[src/rtl/fetch_pkg.sv]
// rtl/fetch_pkg.sv - shared state encoding, defaults and PC helpers for the fetch sequencer
package fetch_pkg;

  typedef enum logic {
    IDLE = 1'b0,
    WAIT = 1'b1
  } fetch_state_e;

  localparam int          DEF_RD_WAIT  = 2;
  localparam int          DEF_DEPTH    = 2;
  localparam logic [63:0] DEF_RESET_PC = 64'h0;
  localparam logic [63:0] PC_INC       = 64'd4;

  function automatic logic [63:0] align_pc(input logic [63:0] pc);
    return {pc[63:2], 2'b00};
  endfunction

endpackage

[src/rtl/fetch_fifo.sv]
// rtl/fetch_fifo.sv - DEPTH-entry {pc,inst} buffer with flush; head is the oldest entry
module fetch_fifo #(
  parameter int DEPTH = 2,
  parameter int CW    = $clog2(DEPTH + 1)
) (
  input  logic          clk_i,
  input  logic          resetl_i,
  input  logic          push_i,
  input  logic [95:0]   push_data_i,
  input  logic          pop_i,
  input  logic          flush_i,
  output logic [CW-1:0] count_o,
  output logic [95:0]   head_o
);

  localparam int          AW      = (DEPTH > 1) ? $clog2(DEPTH) : 1;
  localparam logic [CW-1:0] DEPTH_C = CW'(DEPTH);
  localparam logic [AW-1:0] LAST_IX = AW'(DEPTH - 1);

  logic [95:0]   mem_q [DEPTH];
  logic [AW-1:0] rd_q, wr_q;
  logic [CW-1:0] count_q;
  logic          push_ok, pop_ok;

  assign pop_ok  = pop_i && (count_q != '0) && !flush_i;
  assign push_ok = push_i && !flush_i && ((count_q != DEPTH_C) || pop_ok);

  function automatic logic [AW-1:0] next_ix(input logic [AW-1:0] ix);
    return (ix == LAST_IX) ? '0 : ix + 1'b1;
  endfunction

  always_ff @(posedge clk_i) begin
    if (!resetl_i || flush_i) begin
      rd_q    <= '0;
      wr_q    <= '0;
      count_q <= '0;
    end else begin
      if (push_ok) wr_q <= next_ix(wr_q);
      if (pop_ok)  rd_q <= next_ix(rd_q);
      case ({push_ok, pop_ok})
        2'b10:   count_q <= count_q + 1'b1;
        2'b01:   count_q <= count_q - 1'b1;
        default: count_q <= count_q;
      endcase
    end
  end

  // Storage needs no reset: count gates every read of it.
  always_ff @(posedge clk_i) begin
    if (push_ok) mem_q[wr_q] <= push_data_i;
  end

  assign count_o = count_q;
  assign head_o  = mem_q[rd_q];

endmodule

[src/rtl/fetch_sequencer.sv]
// rtl/fetch_sequencer.sv - fixed-latency instruction fetcher feeding a small ready/valid buffer
module fetch_sequencer
  import fetch_pkg::*;
#(
  parameter int          RD_WAIT  = DEF_RD_WAIT,
  parameter logic [63:0] RESET_PC = DEF_RESET_PC,
  parameter int          DEPTH    = DEF_DEPTH
) (
  input  logic        CLK,
  input  logic        resetl,
  output logic [63:0] imem_addr,
  input  logic [31:0] imem_data,
  input  logic        redirect,
  input  logic [63:0] redirect_pc,
  input  logic        halt,
  output logic        inst_valid,
  input  logic        inst_ready,
  output logic [31:0] inst_out,
  output logic [63:0] inst_pc,
  output logic        busy
);

  localparam int            CW       = $clog2(DEPTH + 1);
  localparam logic [CW-1:0] DEPTH_C  = CW'(DEPTH);
  localparam logic [CW:0]   DEPTH_W  = (CW + 1)'(DEPTH);
  localparam logic [3:0]    LAST_CNT = 4'(RD_WAIT - 1);

  fetch_state_e  state_q, state_d;
  logic [3:0]    cnt_q, cnt_d;
  logic [63:0]   fetch_pc_q, fetch_pc_d;
  logic [CW-1:0] count;
  logic [95:0]   head;
  logic          push, pop, flush, fetch_done;
  logic [CW:0]   post_count;

  assign inst_valid = (count != '0);
  assign pop        = inst_valid && inst_ready;
  assign fetch_done = (state_q == WAIT) && (cnt_q == LAST_CNT);
  // Occupancy after this edge's push and pop decides whether to keep streaming.
  assign post_count = {1'b0, count} + (CW + 1)'(fetch_done) - (CW + 1)'(pop);

  always_comb begin
    state_d    = state_q;
    cnt_d      = cnt_q;
    fetch_pc_d = fetch_pc_q;
    push       = 1'b0;
    flush      = 1'b0;
    if (redirect) begin
      flush      = 1'b1;
      fetch_pc_d = align_pc(redirect_pc);
      cnt_d      = '0;
      state_d    = halt ? IDLE : WAIT;
    end else begin
      case (state_q)
        IDLE: begin
          if (!halt && (count < DEPTH_C)) begin
            state_d = WAIT;
            cnt_d   = '0;
          end
        end
        WAIT: begin
          if (fetch_done) begin
            push       = 1'b1;
            fetch_pc_d = fetch_pc_q + PC_INC;
            cnt_d      = '0;
            state_d    = (!halt && (post_count < DEPTH_W)) ? WAIT : IDLE;
          end else begin
            cnt_d = cnt_q + 1'b1;
          end
        end
      endcase
    end
  end

  always_ff @(posedge CLK) begin
    if (!resetl) begin
      state_q    <= IDLE;
      cnt_q      <= '0;
      fetch_pc_q <= RESET_PC;
    end else begin
      state_q    <= state_d;
      cnt_q      <= cnt_d;
      fetch_pc_q <= fetch_pc_d;
    end
  end

  fetch_fifo #(
    .DEPTH(DEPTH),
    .CW   (CW)
  ) u_fifo (
    .clk_i      (CLK),
    .resetl_i   (resetl),
    .push_i     (push),
    .push_data_i({fetch_pc_q, imem_data}),
    .pop_i      (pop),
    .flush_i    (flush),
    .count_o    (count),
    .head_o     (head)
  );

  assign imem_addr = fetch_pc_q;
  assign busy      = (state_q == WAIT);
  assign inst_pc   = head[95:32];
  assign inst_out  = head[31:0];

endmodule

[config.mk]
export PLATFORM = sky130hd
export DESIGN_NAME = fetch_sequencer
export DESIGN_NICKNAME = d
export VERILOG_FILES = /design/src/rtl/fetch_pkg.sv /design/src/rtl/fetch_fifo.sv /design/src/rtl/fetch_sequencer.sv
export SDC_FILE = /design/constraint.sdc
export NUM_CORES = 1
export LEC_CHECK = 0
export ABC_AREA = 0
export CAP_MARGIN = 20
export CORE_MARGIN = 3
export CORE_UTILIZATION = 35
export CTS_CLUSTER_DIAMETER = 50
export DETAILED_ROUTE_END_ITERATION = 12
export SLEW_MARGIN = 20
export SYNTH_ARGS = -nofsm -noshare
export SYNTH_HDL_FRONTEND = slang
export SYNTH_SLANG_ARGS = --single-unit
[constraint.sdc]
create_clock -name CLK -period 5.3 [get_ports CLK]
set_clock_uncertainty 0.05 [all_clocks]
set_input_delay 0.53 -clock CLK [delete_from_list [all_inputs] [get_ports CLK]]
set_output_delay 0.53 -clock CLK [all_outputs]
set_load 0.005 [all_outputs]
After elaboration in Yosys (flattened, before gate mapping):

Memories as Yosys holds them, arrays and structs flattened. A register that Yosys moved wholly into a read port is not among the register bits.
Cells that the tools add are included.

* input port bits: 101
* memories: 1
* word-level logic and storage cells: 68
* bits in latches: 0
* bits in read-only memories: 0
* register bits: 73
* memory bits (writable): 192

Memories
* u_fifo.mem_q: depth 2, bits a word 96, rd ports 1, clocked after Yosys merged registers in 1, wr ports 1, line fetch_fifo.sv:20 `logic [95:0] mem_q [DEPTH];`

* add/sub/neg operators: 8
* divide/modulo/power cells: 0
* reduce and logical (&&, ||, !) cells: 20
* equality and inequality tests: 5
* bitwise gates (word level): 2
* $lt $le $gt $ge: 2
* muxes and demuxes: 23
* multiply operators: 0
* shift operators: 0

Operators with widths (count)
* $mux W64: 3
* $add A64 B3 Y64 const B: 1
* $mux W1: 15
* $logic_and A1 B1 Y1: 8
* $mux W4: 2
* $pmux W4 S2: 1
* $reduce_bool A2 Y1: 4
* $add A4 B1 Y4 const B: 1
* $eq A4 B1 Y1 const B: 1
* $ne A2 B2 Y1 const B: 2
* $pmux W2 S2: 1
* $reduce_and A2 Y1: 2
* $add A2 B1 Y3: 1
* $logic_not A1 Y1: 3
* $lt A3 B2 Y1 const B: 1
* $sub A3 B1 Y3: 1
* $add A1 B1 Y1 const B: 2
* $add A2 B1 Y2 const B: 1
* $eq A2 B1 Y1 const B: 1
* $eq A2 B2 Y1 const B: 1
* $logic_or A1 B1 Y1: 2
* $lt A2 B2 Y1 const B: 1
* $not A1 Y1: 2
* $pmux W1 S2: 1
* other kinds (2): 2

Longest topological paths before layout:

Gate-level depths: netlist (run 1).

* word-level depth: 10
* mapped depth: 11

By module:

Synthesis (run 1) repeated with hierarchy kept, for this count alone.

* cell total of the unflattened synthesis: 827
* area total of the unflattened synthesis: 11378.4 µm²

By module, submodules not included
* fetch_fifo: sequential area each 5865.6 µm², cells an instance 327, times used 1, area an instance 7377.1 µm²
* fetch_sequencer: sequential area each 1341.3 µm², cells an instance 500, times used 1, area an instance 4001.3 µm²

Worst setup path before layout (run 1):

No wires, ideal clock.

* kind: register to register
* from: register cnt_q[0]
* to: memory u_fifo.mem_q[0][0], enable pin
* path buffers: 1
* library setup time: 547 ps
* setup slack: -539 ps
* clock period less this slack: 5839 ps
* arrival time: 5241 ps
* required time: 4703 ps
* stages on the path, launching flop included: 7
* path through: dfxtp_1 ha_1 nand4bb_2 clkbuf_1 nor3_1 inv_1 nor2_1

* word-level cells in the longest chain between the ends: 9

Ends and longest elaborated chain
* from (decl): line fetch_sequencer.sv:29 `logic [3:0] cnt_q, cnt_d;`
* from (signal assigned): line fetch_sequencer.sv:82 `cnt_q <= cnt_d;`
* $eq A4 B1 Y1: line fetch_sequencer.sv:38 `assign fetch_done = (state_q == WAIT) && (cnt_q == LAST_CNT);`
* $logic_and A1 B1 Y1: line fetch_sequencer.sv:38
* $mux W1: line fetch_sequencer.sv:62 `if (fetch_done) begin`
* $mux W1: line fetch_sequencer.sv:54 `case (state_q)`
* $mux W1: line fetch_sequencer.sv:48 `if (redirect) begin`
* $logic_and A1 B1 Y1 (2 in series): line fetch_fifo.sv:26 `assign push_ok = push_i && !flush_i && ((count_q != DEPTH_C) || pop_ok);`
* $mux W1: line fetch_fifo.sv:50 `if (push_ok) mem_q[wr_q] <= push_data_i;`
* $mux W1 (implied by the code): line fetch_fifo.sv:50
* to (decl): line fetch_fifo.sv:20

Every way passes these cells.

Worst setup path after layout (run 1):

* from: register cnt_q[0]
* to: memory u_fifo.mem_q[0][70], enable pin

Same word-level chain as after synthesis.

==> results.md, run 1 <==
* Status: finished, final reports clean
* RePlAce Congestion at approximately 0.77
* Post-DP HPWL at 20.7 mm
* Slew Viols, Final at 0
* Critical Path AT at 3.31 ns
* Reg2Reg Capture Point: u_fifo.mem_q[0][70]
* Reg2reg setup slack at around 2.1 ns
* Port Buffers at 256
* DRT iter0 DRCs at 414
* Most used DFF post-synth: edfxtp_1
* Nets at 1,209
* Non-Filler Instances at between 1,500 and 2,000
* Fill count at 2,697
* Cell internal pwr at 3.85 mW
* Die area at 33,700 um2
* Minimum clock period at approximately 3.2 ns
* Final setup fails at 0
* Slew margin rel. at 0.267
* Final WL at a little over 30 mm
* Power Dens Cells at 321 nW/um2
* Synth area leaders: edfxtp_1 (51%), dfxtp_1 (13%), mux2_2 (9.6%)
* Max Cap Violations at 0
* Critical path launch point: cnt_q[0]
* Crit-path max FO at 68
* Die Ht at approximately 180 um
* Hold Vio Cnt, Final at 0
* Synth-to-layout area growth at 37.9%
* Cell count after placement at about 1,500
* Drt pass-1 iters at 7
* Cells on worst reg2reg path at 6
* DRC viols at 0
* # IOs at 263
* Crit end category: flip-flop
* Clock buffer depth at 3
* Initial antenna violation count at 2
* First-pass GRT wire length at between 40 and 50 mm
* Setup_tns at 0 ns
* Total global routing overflow at 0
* Total Power at 4.89 mW
* Final WS setup at just over 2 ns
* P_sw at 1.03 mW
* Startpoint type of the worst setup path: flip-flop
* RSZ-0062 raised after global routing: false
* Pin count of the biggest net entering global routing at 69
* Clock Sinks at between 200 and 300
* Post-Syn Area per Cell at around 13 um2
* HP Class: reg2reg
* Initial core utilization at 0.358
* WL/cell at 19.9 um
* Critical path required time at 5.38 ns
* Yosys top cell area share at 0.511
* Synth unique cells at 49
* H-tree levels at 2
* Seq/Total Area, Yosys at 0.642
* Skew-Pair Late Insertion Delay at 0.50 ns
* Total track usage at 0.172
* Post-route cell area at 15,200 um2
* FFs w/ async S/R, synth at 0
* Biggest area consumer among synthesized cells: edfxtp_1
* Die W at ~180 um
* Cell Area, Synth at 11,000 um2
* Critical Path Sink: u_fifo.mem_q[0][70]
* Final Cycle Share at 0.610
* Clk root buf: clkbuf_16
* CTS tree: yes
* LEAKAGE at 5.04 nW
* Post-CTS setup buffer count at 0
* Kind of critical path: reg2reg
* Setup WS pre-CTS at 2.03 ns
* Met2 wire length at 14.1 mm
* Logic gate share of total power at 0.055
* Power share of the clock group at 0.474
* Yosys reg bits at 260
* Commonest cells post-synth: edfxtp_1 (188), mux2_2 (94), dfxtp_1 (72)
* Worst-margin pin slew at about 1.1 ns
* M1 wire length at roughly 13 mm
* Critical R2R Launch: cnt_q[0]
* Core area at 30,800 um2
* DP Area at around 14,000 um2
* Hold WS at between 0.4 and 0.5 ns
* Clock transition at the registers of the reported paths at 0.05 ns
* Most numerous cell in the Yosys netlist: edfxtp_1
* Seq pwr share at 0.470
* Number of synthesized flops with an enable pin at 188
* Vias per Instance at between 5 and 6
* Antenna Nets Post-Route at 0
* Fraction of layout cells with a size suffix above 1 at 0.153
* Highest Signal Layer: met5
* Num rows at between 60 and 70
* Ant diodes at 0
* Post-Route Utilization at 0.494
* CTS Buf Count at 35
* Cells after Synth at 838
* Area occupied by multi-input gates at roughly 3800 um2
* Vias in the first global route at 7,815
* Hold_buf cts at 0
* Switching part of the total at 0.211
* FF/Latch Area at 7090 um2
* Max VDD drop at around 0.00022 V
* Vias at 7,919
* FMAX at roughly 0.31 GHz
* Met3 WL at 2.19 mm
* PostCTS Resize Cnt at 0
* Synth Warn # at 0
## state kept, by name, summed over array words and instances (netlist names), named ones only
| name | cells |
|---|---|
| u_fifo.mem_q | 188 |
| imem_addr | 62 |
| busy | 1 |
| u_fifo.count_o | 2 |
| u_fifo.wr_q | 1 |
| u_fifo.rd_q | 1 |
| cnt_q | 4 |
## logic make-up after synthesis
| logic type | synth area share |
|---|---|
| other | 0.000340 |
| buffers and inverters | 0.0219 |
| AO/OA/AOI/OAI | 0.0781 |
| XOR/XNOR | 0.0285 |
| AND/OR/NAND/NOR | 0.126 |
| multiplexers | 0.0958 |
| flip-flops | 0.642 |
| adder cells (fa/ha/maj) | 0.00748 |
## worst max-delay path, cell delays in order, from the launching register on
cell	delay [ns]
dfxtp_1	0.42
ha_1	0.21
nand4bb_2	0.37
nor3_1	0.48
inv_1	0.16
nor2_4	0.69
buf_12	0.38
## per-layer routing
layer,vias up,global-route usage
met4,4,0.0414
met5,-,0
met2,242,0.281
li1,3775,-
met1,3854,0.230
met3,44,0.0465
## how the worst min path moves through the flow
| stage | cells past startpoint | slack (ns) | endpoint | startpoint |
|---|---|---|---|---|
| 4_1_cts | 2 | 0.46 | flip-flop | u_fifo.rd_q |
| 5_1_grt | 0 | 0.48 | u_fifo.mem_q[1][95] | imem_addr[63] |
| 2_1_floorplan | 0 | 0.42 | u_fifo.mem_q[0][43] | imem_addr[11] |
| 3_3_place_gp | 2 | 0.43 | flip-flop | u_fifo.rd_q |
| 6_report | 2 | 0.46 | flip-flop | u_fifo.rd_q |
| 3_5_place_dp | 2 | 0.44 | u_fifo.rd_q | u_fifo.rd_q |
## power groups by stage
stage	Sequential, mW	Clock (mW)	Combinational (mW)
after floorplan	2.31	0	0.0991
after global placement	2.34	0	0.270
after detailed placement	2.34	0	0.273
after CTS	2.30	2.38	0.275
after global routing	2.31	2.47	0.295
final	2.30	2.32	0.271
## final cells by class
type / count / share of cell area
Multi-Input combinational cell: 522 / 0.247
Clock inverter: 14 / 0.0111
Timing Repair Buffer: 272 / 0.176
Sequential cell: 260 / 0.466
Inverter: 11 / 0.00271
Clock buffer: 49 / 0.0651
Tap cell: 396 / 0.0325
## cell usage in the layout, fill, tap and decap left out, types with 4 or more instances in the layout
| master | instances |
|---|---|
| or3_1 | 9 |
| dfxtp_1 | 71 |
| inv_1 | 10 |
| a21oi_1 | 22 |
| mux2_2 | 94 |
| and3_1 | 8 |
| nor2_1 | 20 |
| or4_1 | 21 |
| clkdlybuf4s50_1 | 254 |
| nand2b_1 | 11 |
| o211a_1 | 13 |
| nand4_1 | 23 |
| and2_1 | 9 |
| nand2_1 | 48 |
| o31ai_1 | 16 |
| ha_1 | 5 |
| xor2_1 | 19 |
| clkbuf_1 | 10 |
| and4_1 | 10 |
| nor3_1 | 16 |
| nand3_1 | 37 |
| a211oi_1 | 4 |
| o21ai_0 | 51 |
| edfxtp_1 | 188 |
| nor2b_1 | 4 |
| clkbuf_16 | 37 |
| buf_4 | 14 |
| conb_1 | 4 |
| xnor2_1 | 17 |
| a31oi_1 | 19 |
| nor4_1 | 12 |
| nor3b_1 | 5 |
(Power assumes the default switching activity.)
==> run 2: changes to the inputs <==
clock period = 3.1 ns   (was 5.3 ns; I/O delays follow)
==> results.md, run 2 (synthesis gave the netlist of run 1 again) <==
* Switching part of the total at 0.220 (+0.00902)
* Fraction of layout cells with a size suffix above 1 at 0.168 (+0.0149)
* Hold_buf cts at 0 (unchanged)
* HP Class: in2reg
* Worst-margin pin slew at 0.737 ns (-0.354 ns)
* DRC viols at 0 (unchanged)
* Power share of the clock group at 0.470 (-0.004)
* Total global routing overflow at 0 (unchanged)
* Kind of critical path: reg2reg
* Post-route cell area at 15,400 um2 (+1.1%)
* RSZ-0062 raised after global routing: false
* Final Cycle Share at 0.864 (+0.254)
* Port Buffers at 256 (unchanged)
* Slew Viols, Final at 0 (unchanged)
* Commonest non-fill, non-tap cells in the layout: clkdlybuf4s50_1 (254), edfxtp_1 (188), mux2_2 (94)
* Vias at 8,077 (+2.0%)
* H-tree levels at 2 (unchanged)
* Total track usage at 0.177 (+0.00515)
* Synth-to-layout area growth at 39.5%
* Largest register FFs at 188 (unchanged)
* Clock transition at the registers of the reported paths at 0.06 ns (about the same)
* WL/cell at 19.9 um (+0.31%)
* Final setup fails at 0 (unchanged)
* FF/Latch Area at 7090 um2 (unchanged)
* Crit end category: flip-flop
* Cell count after placement at 1,477 (+1.1%)
* Clk root buf: clkbuf_16
* Highest-delay cell along the critical path: or4_1
* LEAKAGE at 5.14 nW (+2.0%)
* DRT iter0 DRCs at 396 (-4.3%)
* PostCTS Resize Cnt at 0 (unchanged)
* Hold Vio Cnt, Final at 0 (unchanged)
* Die area at 33,700 um2 (unchanged)
* Antenna Nets Post-Route at 0 (unchanged)
* Non-Filler Instances at 1,543 (+1.2%)
* Max Cap Violations at 0 (unchanged)
* Slowest stage delay, CP at 0.53 ns (-0.16 ns)
* Core area at 30,800 um2 (unchanged)
* Area occupied by multi-input gates at 3760 um2 (+0.13%)
* Logic gate share of total power at 0.060 (+0.005)
* Fill count at 2,734 (+1.4%)
* Clock buffer depth at 3 (unchanged)
* Total Power at 8.33 mW (+70%)
* Drt pass-1 iters at 5 (-2)
* Power Dens Cells at 541 nW/um2 (+69%)
* Status: finished, final reports clean
* Skew-Pair Late Insertion Delay at 0.50 ns (about the same)
* Startpoint type of the worst setup path: flip-flop
* Final WL at 30.8 mm (+1.6%)
* Initial core utilization at 0.358 (unchanged)
* Vias in the first global route at 8,013 (+2.5%)
* Die Ht at 184 um (unchanged)
* Commonest non-fill, non-tap cell in the layout: clkdlybuf4s50_1
* Vias per Instance at 5.23 (+0.74%)
* DP Area at 14,300 um2 (+1.3%)
* FMAX at 0.373 GHz (+21%)
* # IOs at 263 (unchanged)
* Slew margin rel. at 0.508 (+0.241)
* Initial antenna violation count at 2 (unchanged)
* Ant diodes at 0 (unchanged)
* Critical Path AT at 3.05 ns (-0.26 ns)
* Cells along the critical path: ha_1 > nor4bb_2 > buf_4 > nand4_1 > or3_1 > or4_1 > a31oi_1
* RePlAce Congestion at 0.802 (+4.7%)
* CTS tree: yes
* Cell internal pwr at 6.49 mW (+69%)
* Max VDD drop at 0.000375 V (+72%)
* Clock Sinks at 260 (unchanged)
* Pin count of the biggest net entering global routing at 57 (-17%)
* Largest Register: u_fifo.mem_q
* Num rows at 64 (unchanged)
* Nets at 1,226 (+1.4%)
* Post-CTS setup buffer count at 0 (unchanged)
* Crit-path max FO at 9 (-87%)
* First-pass GRT wire length at 47.1 mm (+3.6%)
* Minimum clock period at 2.68 ns (-0.555 ns)
* P_sw at 1.83 mW (+78%)
* Setup_tns at 0 ns (unchanged)
* Post-DP HPWL at 21.2 mm (+2.3%)
* Die W at 184 um (unchanged)
* Critical path required time at 3.47 ns (-1.91 ns)
* Seq pwr share at 0.470 (about the same)
* CTS Buf Count at 36 (+2.9%)
-- run 2: final timing paths --
| check | cells past startpoint | slack [ns] | end | startpoint |
|---|---|---|---|---|
| worst max register to register | 7 | 0.42 | imem_addr[62] | cnt_q[0] |
| worst min register to register | 2 | 0.46 | u_fifo.rd_q | u_fifo.rd_q |
| worst min-delay path | 3 | 0.26 | imem_addr[61] | redirect |
| worst max-delay path | 7 | 0.42 | imem_addr[62] | cnt_q[0] |
-- run 2: power groups by stage --
stage          Sequential, mW  Combinational [mW]  Clock [mW]
2_1_floorplan            3.96               0.170           0
3_3_place_gp             3.98               0.495           0
3_5_place_dp             3.99               0.500           0
4_1_cts                  3.92               0.503        4.03
5_1_grt                  3.93               0.541        4.18
6_report                 3.92               0.497        3.92
-- run 2: final cells by class --
class | instances | share of cell area
clock buffers | 45 | 0.0620
clock inverters | 21 | 0.0126
inverters | 11 | 0.00268
multi-input cells | 522 | 0.244
flip-flops and latches | 260 | 0.460
well taps | 396 | 0.0322
repair buffers | 288 | 0.186
-- run 2: critical path, delay by kind of cell (launching register included) --
kind | cells | cell delay (ns)
AOI/OAI and AO/OA | 1 | 0.18
DFF | 1 | 0.43
adders and majority gates | 1 | 0.22
buffers and inverters | 1 | 0.25
and+or+nand+nor | 4 | 1.48
-- run 2: metrics by stage --
step / hold slack, ns / worst slack (ns) / utilization
after CTS: 0.243 / 0.413 / 0.500
after floorplan: 0.359 / 0.0315 / -
after detailed placement: 0.455 / 0.438 / 0.462
after global routing: 0.298 / 0.208 / 0.500
final: 0.261 / 0.420 / 0.500
after global placement: 0.442 / 0.459 / 0.462
-- run 2: layer usage --
metal / up-vias / global-route usage / routed length, um / part of all wire
met5: - / 0 / 27 / 0.00088
met1: 3942 / 0.244 / 13800 / 0.45
met4: 4 / 0.0466 / 582 / 0.019
li1: 3814 / - / - / -
met2: 273 / 0.281 / 14100 / 0.46
met3: 44 / 0.0453 / 2190 / 0.071
==> run 3: changes to the inputs <==
clock period = 2.4 ns   (was 3.1 ns; I/O delays follow)
==> results.md, run 3 (synthesis gave the netlist of run 1 again) <==
* Status: finished, final reports clean
* Kind of critical path: reg2out
* H-tree levels at 2 (unchanged)
* Vias in the first global route at 8,337 (+4.0%)
* Critical path required time at 2.11 ns (-1.36 ns)
* Max Cap Violations at 0 (unchanged)
* FMAX at roughly 0.42 GHz
* Core area at 30,800 um2 (unchanged)
* Total track usage at 0.181 (+0.00376)
* Nets at 1,284 (+4.7%)
* Crit-path max FO at 48 (+39)
* Minimum clock period at approximately 2.4 ns
* Total global routing overflow at 0 (unchanged)
* Antenna Nets Post-Route at 0 (unchanged)
* Die W at 184 um (unchanged)
* Critical Path AT at 2.09 ns (-0.96 ns)
* Cells along the critical path: buf_12 > mux2_2 > clkdlybuf4s50_1
* DRT iter0 DRCs at 435 (+9.8%)
* Clock transition at the registers of the reported paths at 0.05 ns (about the same)
* Highest Signal Layer: met5
* CTS tree: yes
* Initial core utilization at 0.358 (unchanged)
* Vias per Instance at 5.12 (-2.2%)
* Initial antenna violation count at 2 (unchanged)
* Hold WS at 0.0740 ns (-0.187 ns)
* Slowest stage delay, CP at 0.50 ns (-0.03 ns)
* Reg2Reg Capture Point: imem_addr[49]
* Crit end category: output pin
* Die Ht at 184 um (unchanged)
* Clk root buf: clkbuf_16
* Hold EP: u_fifo.wr_q
* RSZ-0062 raised after global routing: true
* Commonest non-fill, non-tap cells in the layout: clkdlybuf4s50_1 (254), edfxtp_1 (188), mux2_2 (94)
* Max VDD drop at 0.000543 V (+45%)
* Pin count of the biggest net entering global routing at 50 (-12%)
* Fill count at 2,701 (-1.2%)
* Post-Route Utilization at 0.515 (+0.0156)
* Num rows at 64 (unchanged)
* Final Cycle Share at 0.991
* # IOs at 263 (unchanged)
* Final WL at 31.2 mm (+1.5%)
* Commonest non-fill, non-tap cell in the layout: clkdlybuf4s50_1
* Clock Sinks at 260 (unchanged)
* WL/cell at 19.5 um (-2.1%)
* Hold_buf cts at 0 (unchanged)
* First-pass GRT wire length at 48.1 mm (+2.2%)
* Largest register FFs at 188 (unchanged)
* Drt pass-1 iters at 5 (unchanged)
* RePlAce Congestion at 0.830 (+3.4%)
* Startpoint type of the worst setup path: flip-flop
* Worst-margin pin slew at 0.611 ns (-0.126 ns)
* Setup_tns at 0 ns (unchanged)
* Met2 wire length at 14.5 mm (+2.5%)
* Hold Vio Cnt, Final at 0 (unchanged)
* Vias at 8,188 (+1.4%)
* LEAKAGE at 5.44 nW (+5.8%)
* Largest Register: u_fifo.mem_q
* Slew margin rel. at 0.590 (+0.0814)
* Slew Viols, Final at 0 (unchanged)
* Skew-Pair Late Insertion Delay at 0.51 ns (about the same)
* Fraction of layout cells with a size suffix above 1 at 0.219 (+0.0504)
* Highest-delay cell along the critical path: clkdlybuf4s50_1
* M1 wire length at 13.8 mm (-0.26%)
* Met3 WL at 2.23 mm (+1.5%)
* Cells on worst reg2reg path at 5 (-2)
* Critical R2R Launch: imem_addr[20]
* Post-route cell area at 15,900 um2 (+3.1%)
* Synth-to-layout area growth at 43.9%
* Clock buffer depth at 3 (unchanged)
* Total Power at 10.6 mW (+28%)
* Post-DP HPWL at 21.7 mm (+2.7%)
* Reg2reg setup slack at 0.11 ns (-0.31 ns)
* Final setup fails at 0 (unchanged)
* Crit path buf inv count at 2 (+1)
* Power Dens Cells at 669 nW/um2 (+24%)
* Number of cells on the worst hold path at 4 (+1)
* Port Buffers at 256 (unchanged)
* Die area at 33,700 um2 (unchanged)
* DRC viols at 0 (unchanged)
* DP Area at 14,700 um2 (+3.4%)
* CTS Buf Count at 35 (-2.8%)
* CP delay by family, top: buffers and inverters
* HP Class: in2reg
* Hold_sp: redirect
## run 3: changes by cell type in the layout (fill, tap and decap cells not counted), moves of 3 or more
cell / delta
dfxtp_2: +9
buf_4: +56
clkbuf_1: +3
dfxtp_1: -10
## run 3: metal layers
layer / vias to the layer above / GRT usage
li1: 3927 / -
met1: 3943 / 0.242
met2: 267 / 0.295
met3: 49 / 0.0431
met4: 2 / 0.0524
met5: - / 0
## run 3: worst register-to-register path, stage by stage (launching register included)
cell,delay (ns)
dfxtp_1,0.32
nand4_1,0.16
or4_1,0.56
or3_4,0.46
or4_1,0.51
a31oi_1,0.16
## run 3: how the worst max path moves through the flow
stage,endpoint,depth (start not counted)
after floorplan,u_fifo.mem_q[0][0],7
after global placement,imem_addr[57],5
after detailed placement,imem_addr[49],5
after CTS,inst_pc[2],3
after global routing,inst_pc[2],3
final,inst_pc[22],3
## run 3: layout make-up
class	instances	area, um2	area share
Timing Repair Buffer	347	3330	0.210
Tap cell	396	495	0.0312
Inverter	11	41.3	0.00260
Sequential cell	260	7110	0.447
Antenna cell	1	2.50	0.000158
Clock inverter	15	136	0.00858
Multi-Input combinational cell	522	3820	0.240
Clock buffer	48	956	0.0602
## run 3: repair_timing
item,CTS,global route
setup buffers,0,1
endpoints found under the hold margin,0,0
setup endpoints to repair,5,27
cloned,0,0
gates resized for setup,1,6
## run 3: metrics by stage
| stage | instances | worst slack (ns) |
|---|---|---|
| floorplan | 841 | -0.498 |
| global placement | 1535 | 0.0299 |
| detailed placement | 1535 | 0.00979 |
| CTS | 1598 | -0.00411 |
| global route | 1600 | -0.0340 |
| finish | 1600 | 0.0213 |
## run 3: power breakdown
group	switching [mW]	total (mW)	internal, mW
sequential	0.0835	4.99	4.91
combinational	0.334	0.780	0.446
clock	1.92	4.85	2.93
